<file path="config.mk">
export PLATFORM = sky130hd
export DESIGN_NAME = mem_arbiter
export DESIGN_NICKNAME = d
export VERILOG_FILES = /design/src/rtl/mem_arb_pkg.sv /design/src/rtl/mem_arb_pick.sv /design/src/rtl/mem_arbiter.sv
export SDC_FILE = /design/constraint.sdc
export NUM_CORES = 1
export LEC_CHECK = 0
export CAP_MARGIN = 20
export CORE_AREA = 5 5 120 122
export CTS_BUF_LIST = sky130_fd_sc_hd__clkbuf_4
export DETAILED_ROUTE_END_ITERATION = 8
export DIE_AREA = 0 0 125 127
export RECOVER_POWER = 50
export SLEW_MARGIN = 20
export SYNTH_ARGS = -nofsm -noshare
export SYNTH_HDL_FRONTEND = slang
export SYNTH_SLANG_ARGS = --single-unit
export TNS_END_PERCENT = 20
</file>
<file path="constraint.sdc">
create_clock -name clock -period 5.2 [get_ports clock]
set_input_delay 0.78 -clock clock [delete_from_list [all_inputs] [get_ports clock]]
set_output_delay 0.78 -clock clock [all_outputs]
set_load 0.005 [all_outputs]
</file>
<file path="src/rtl/mem_arb_pkg.sv">
// Shared types and requester ids for the core memory-port arbiter.
package mem_arb_pkg;

    typedef enum logic [1:0] {
        ARB_IDLE,
        ARB_ISSUE,
        ARB_WAIT,
        ARB_HOLD
    } arb_state_t;

    localparam logic REQ_IFU = 1'b0;
    localparam logic REQ_LSU = 1'b1;

    function automatic logic [1:0] id_onehot(input logic id);
        return (id == REQ_LSU) ? 2'b10 : 2'b01;
    endfunction

endpackage

</file>
<file path="src/rtl/mem_arb_pick.sv">
// Two-way combinational picker: round-robin against the last grant, or LSU-first when FIXED_PRIO is set.
module mem_arb_pick
    import mem_arb_pkg::*;
#(
    parameter int FIXED_PRIO = 0
) (
    input  logic [1:0] i_cand,
    input  logic       i_rr_last,
    output logic [1:0] o_grant,
    output logic       o_winner
);

    always_comb begin
        o_winner = REQ_IFU;
        o_grant  = 2'b00;
        if (i_cand == 2'b11) begin
            o_winner = (FIXED_PRIO != 0) ? REQ_LSU : ~i_rr_last;
        end else if (i_cand[1]) begin
            o_winner = REQ_LSU;
        end
        if (i_cand != 2'b00) begin
            o_grant = id_onehot(o_winner);
        end
    end

endmodule

</file>
<file path="src/rtl/mem_arbiter.sv">
// Shares the single core memory port between instruction fetch (m0) and load/store (m1),
// with an m1 lock that keeps both halves of a misaligned access back to back.
module mem_arbiter
    import mem_arb_pkg::*;
#(
    parameter int AW           = 32,
    parameter int DW           = 32,
    parameter int FIXED_PRIO   = 0,
    parameter int LOCK_TIMEOUT = 15
) (
    input  logic          clock,
    input  logic          reset,

    input  logic          m0_reqValid,
    input  logic [AW-1:0] m0_addr,
    input  logic [DW-1:0] m0_wdata,
    input  logic          m0_wen,
    input  logic [3:0]    m0_wmask,
    input  logic [1:0]    m0_size,
    output logic          m0_respValid,
    output logic [DW-1:0] m0_rdata,

    input  logic          m1_reqValid,
    input  logic [AW-1:0] m1_addr,
    input  logic [DW-1:0] m1_wdata,
    input  logic          m1_wen,
    input  logic [3:0]    m1_wmask,
    input  logic [1:0]    m1_size,
    output logic          m1_respValid,
    output logic [DW-1:0] m1_rdata,
    input  logic          m1_lock,

    output logic          mem_reqValid,
    output logic [AW-1:0] mem_addr,
    output logic [DW-1:0] mem_wdata,
    output logic          mem_wen,
    output logic [3:0]    mem_wmask,
    output logic [1:0]    mem_size,
    input  logic          mem_respValid,
    input  logic [DW-1:0] mem_rdata
);

    localparam logic [7:0] LOCK_TO = 8'(LOCK_TIMEOUT);

    arb_state_t r_state;
    arb_state_t w_state_nxt;
    logic [1:0] r_pend;
    logic [1:0] w_pend_nxt;
    logic       r_owner;
    logic       w_owner_nxt;
    logic       r_rr_last;
    logic       w_rr_last_nxt;
    logic [7:0] r_lock_cnt;
    logic [7:0] w_lock_cnt_nxt;
    logic [7:0] w_lock_inc;

    logic [1:0] w_req;
    logic [1:0] w_cand;
    logic [1:0] w_grant;
    logic       w_winner;
    logic       w_sel_m1;
    logic       w_resp;

    assign w_req      = {m1_reqValid, m0_reqValid};
    assign w_cand     = r_pend | w_req;
    assign w_lock_inc = r_lock_cnt + 8'd1;

    mem_arb_pick #(
        .FIXED_PRIO (FIXED_PRIO)
    ) u_pick (
        .i_cand    (w_cand),
        .i_rr_last (r_rr_last),
        .o_grant   (w_grant),
        .o_winner  (w_winner)
    );

    always_ff @(posedge clock) begin
        if (!reset) begin
            r_state    <= ARB_IDLE;
            r_pend     <= 2'b00;
            r_owner    <= REQ_IFU;
            r_rr_last  <= REQ_IFU;
            r_lock_cnt <= 8'd0;
        end else begin
            r_state    <= w_state_nxt;
            r_pend     <= w_pend_nxt;
            r_owner    <= w_owner_nxt;
            r_rr_last  <= w_rr_last_nxt;
            r_lock_cnt <= w_lock_cnt_nxt;
        end
    end

    // Pulses are folded into pend every cycle so none is lost; only the issued one is cleared.
    always_comb begin
        w_state_nxt    = r_state;
        w_pend_nxt     = r_pend | w_req;
        w_owner_nxt    = r_owner;
        w_rr_last_nxt  = r_rr_last;
        w_lock_cnt_nxt = r_lock_cnt;
        case (r_state)
            ARB_IDLE: begin
                if (w_cand != 2'b00) begin
                    w_owner_nxt   = w_winner;
                    w_rr_last_nxt = w_winner;
                    w_pend_nxt    = w_pend_nxt & ~w_grant;
                    w_state_nxt   = ARB_ISSUE;
                end
            end
            ARB_ISSUE: begin
                w_state_nxt = ARB_WAIT;
            end
            ARB_WAIT: begin
                if (mem_respValid) begin
                    if ((r_owner == REQ_LSU) && m1_lock) begin
                        w_state_nxt    = ARB_HOLD;
                        w_lock_cnt_nxt = 8'd0;
                    end else begin
                        w_state_nxt = ARB_IDLE;
                    end
                end
            end
            ARB_HOLD: begin
                if (w_cand[1]) begin
                    w_pend_nxt[1] = 1'b0;
                    w_state_nxt   = ARB_ISSUE;
                end else begin
                    w_lock_cnt_nxt = w_lock_inc;
                    if (w_lock_inc == LOCK_TO) begin
                        w_state_nxt = ARB_IDLE;
                    end
                end
            end
            default: begin
                w_state_nxt = ARB_IDLE;
            end
        endcase
    end

    assign mem_reqValid = (r_state == ARB_ISSUE);
    assign w_sel_m1     = (r_state != ARB_IDLE) && (r_owner == REQ_LSU);

    // Payload follows the owner's live inputs; IDLE shows m0 with the write strobe suppressed.
    assign mem_addr  = w_sel_m1 ? m1_addr  : m0_addr;
    assign mem_wdata = w_sel_m1 ? m1_wdata : m0_wdata;
    assign mem_wmask = w_sel_m1 ? m1_wmask : m0_wmask;
    assign mem_size  = w_sel_m1 ? m1_size  : m0_size;
    assign mem_wen   = (r_state == ARB_IDLE) ? 1'b0 : (w_sel_m1 ? m1_wen : m0_wen);

    assign w_resp       = (r_state == ARB_WAIT) && mem_respValid;
    assign m0_respValid = w_resp && (r_owner == REQ_IFU);
    assign m1_respValid = w_resp && (r_owner == REQ_LSU);
    assign m0_rdata     = mem_rdata;
    assign m1_rdata     = mem_rdata;

endmodule
</file>
==> impl_metrics.ini <==
[run]
cap_violations = 0

[die]
die_area_mm2 = 0.0159
die_w_um = 125
initial_core_util_pct = 17.6
ioPinCount = 318
die_y_um = 127
core_area_mm2 = 0.0131
rows = 42

[synthesis]
syn_avg_cell_area_um2 = 8.60
yosys_warnings = 0
synth_edf_count = 0
yosys-top-cells-count = 70 x mux2_2, 65 x buf_4, 13 x dfxtp_1
synth_ff_type = dfxtp_1
syn_inst = 268
yosys.area.top_type_share_pct = 34.2
ys_seq_area_share_pct = 11.3
syn-num-nets = 454
synth-seq-cells = 13
ys_async_sr_fraction_pct = 0
netlist_top_cells_area = mux2_2 34%, buf_4 21%, dfxtp_1 11%, ha_1 3.3%, nand2_1 2.0%
yosysMostFrequentCell = mux2_2
syn-cell-area_mm2 = 0.00231
yosysUniqueCellTypes = 44
yosysTopAreaCell = mux2_2

[clock_network]
numCtsBuffers = 3
clk_path_buf_depth = 2
cts_setup_buffers = 0
root_buffer = clkbuf_4
cts_tree = yes
cts-htree-levels = 1
path_clk_slew_ps = 90
cts_resized = 0
postCtsHoldBufs = 0
cts.sinks = 13
clk_latency_ps = 280

[sta]
whs_ps = 541
max_freq_mhz = 276
maxSlewViolCount = 0
setup_viol = 0
period_needed_ps = 3630
period_share_pct = 69.7
tightest_slew_ps = 1120
hold_violations = 0
tns_ps = 0
finClkSkew_ps = 5.62
relSlewSlack_pct = 24.6
rsz0062_at_grt = false

[power]
ir_worst_vdd_uv = 113
switchingPower_uw = 330
power.share.combinational_pct = 77.6
swShare_pct = 35.6
intPower_uw = 596
power_uw = 926
pwr-share-clk_pct = 7.6
pwr-share-seq_pct = 14.8
power_density_mw_per_mm2 = 219
leakage_nw = 1.59

[worst_setup_path]
slowest_delay_ps = 560
critical_path_class = flip-flop to output pin
crit_path_cell_trace = inv_1, ha_1, nand2b_4, buf_4, mux2_2, clkdlybuf4s50_1
arrival_ps = 2850
cp_data_required_time_ps = 4420
crit_fanout = 45
cp_slowest_cell = nand2b_4
cp-start-kind = flip-flop
critPathCaptureType = output pin

[routing]
num_vias = 2438
drt_wl_total_um = 12500
drt_iter0_markers = 84
dr.pass1.iters = 4
wl_per_cell_um = 20.9
drtAntennaViolNets = 0
drc_errors = 0
viasPerCell = 4.09

[place]
port_buffers = 221
dpl-instance-area_mm2 = 0.00422
post-dp-hpwl_um = 11200
gp_congestion = 0.863

[worst_hold_path]
hp-class = flip-flop to flip-flop

[grt]
antenna_found_initial = 1
grt_pass1_vias = 2792
grt_pass1_wl_um = 17600
grt_max_degree = 46
overflow = 0
grt_usage_pct = 14.6

[final_layout]
syn_to_final_growth_pct = 83.7
drive_gt1_share_pct = 20.3
fin_area_mm2 = 0.00424
final_nets = 606
nFillCells = 1369

[outcome]
outcome = completed
## placed cells by master, fill, tap and decap left out, types with 2 or more instances in the layout
cell type / synthesis / final
mux2_2: 70 / 70
nor3b_1: 3 / 3
buf_4: 65 / 2
nor2_1: 11 / 11
or2_2: 2 / 2
a31oi_1: 4 / 4
o21ai_0: 8 / 8
a22oi_1: 3 / 3
a21boi_0: 2 / 3
and3_1: 4 / 4
mux2i_1: 3 / 3
o211a_1: 3 / 3
nor2b_1: 7 / 7
a21oi_1: 4 / 4
dfxtp_1: 13 / 13
a21o_1: 2 / 2
ha_1: 6 / 6
inv_1: 6 / 6
clkdlybuf4s50_1: 0 / 218
clkbuf_4: 0 / 4
a211oi_1: 2 / 3
dlygate4sd3_1: 0 / 3
nand3_1: 5 / 5
nand2_1: 12 / 12
## per-layer routing
layer  global-route usage (%)  vias to the layer above  wire (um)
met2                     30.0                      121       7190
li1                         -                     1181          -
met5                        0                        -          0
met1                     14.1                     1116       4110
met4                     4.21                        0        243
met3                     3.84                       20        905
## critical path, delay by kind of cell, from the launching register on
family | cells | cell delay (ps)
flops | 1 | 360
buf+inv | 3 | 940
fa+ha+maj | 1 | 290
simple gates | 1 | 560
mux | 1 | 370
## power groups by stage
| stage | Combinational [mW] | Clock, mW | Sequential (mW) |
|---|---|---|---|
| 2_1_floorplan | 0.356 | 0 | 0.127 |
| 3_3_place_gp | 0.733 | 0 | 0.137 |
| 3_5_place_dp | 0.738 | 0 | 0.139 |
| 4_1_cts | 0.744 | 0.0714 | 0.137 |
| 5_1_grt | 0.769 | 0.0759 | 0.141 |
| 6_report | 0.718 | 0.0707 | 0.137 |
## metrics by stage
stage	utilization (%)	worst slack [ps]	instances
2_1_floorplan	-	2790	268
3_3_place_gp	32.2	1600	591
3_5_place_dp	32.2	1470	591
4_1_cts	32.5	1160	595
5_1_grt	32.4	1400	596
6_report	32.4	1570	596
## final timing paths
path                                  from            end  slack, ps  cells past startpoint
worst max-delay path            r_state[1]   mem_addr[26]       1570                      6
worst min-delay path            r_state[0]     r_state[0]        540                      2
worst max register to register   r_rr_last  r_lock_cnt[2]       2900                      5
worst min register to register  r_state[0]     r_state[0]        540                      2
## state kept, by name, indices dropped and copies added (netlist names)
name,flops
r_state,2
r_lock_cnt,8
r_pend,2
r_rr_last,1
## cell type report
cell class | instances | area (um^2) | area share (%)
inverter | 7 | 26.3 | 0.620
antenna | 1 | 2.50 | 0.0591
timing repair buffer | 223 | 2230 | 52.6
tap | 176 | 220 | 5.20
clock buffer | 4 | 30.0 | 0.709
sequential | 13 | 260 | 6.14
multi-input combinational | 172 | 1470 | 34.7
## logic make-up after synthesis
kind of cell             count (synthesis)  synth area share [%]
AO/OA/AOI/OAI                           37                  12.1
XOR/XNOR                                 1                 0.380
adder cells (fa/ha/maj)                  6                  3.26
buffers and inverters                   83                  24.5
flip-flops                              13                  11.3
multiplexers                            73                  35.5
AND/OR/NAND/NOR                         55                  13.0
No activity file was read; power rests on OpenSTA's default activity.
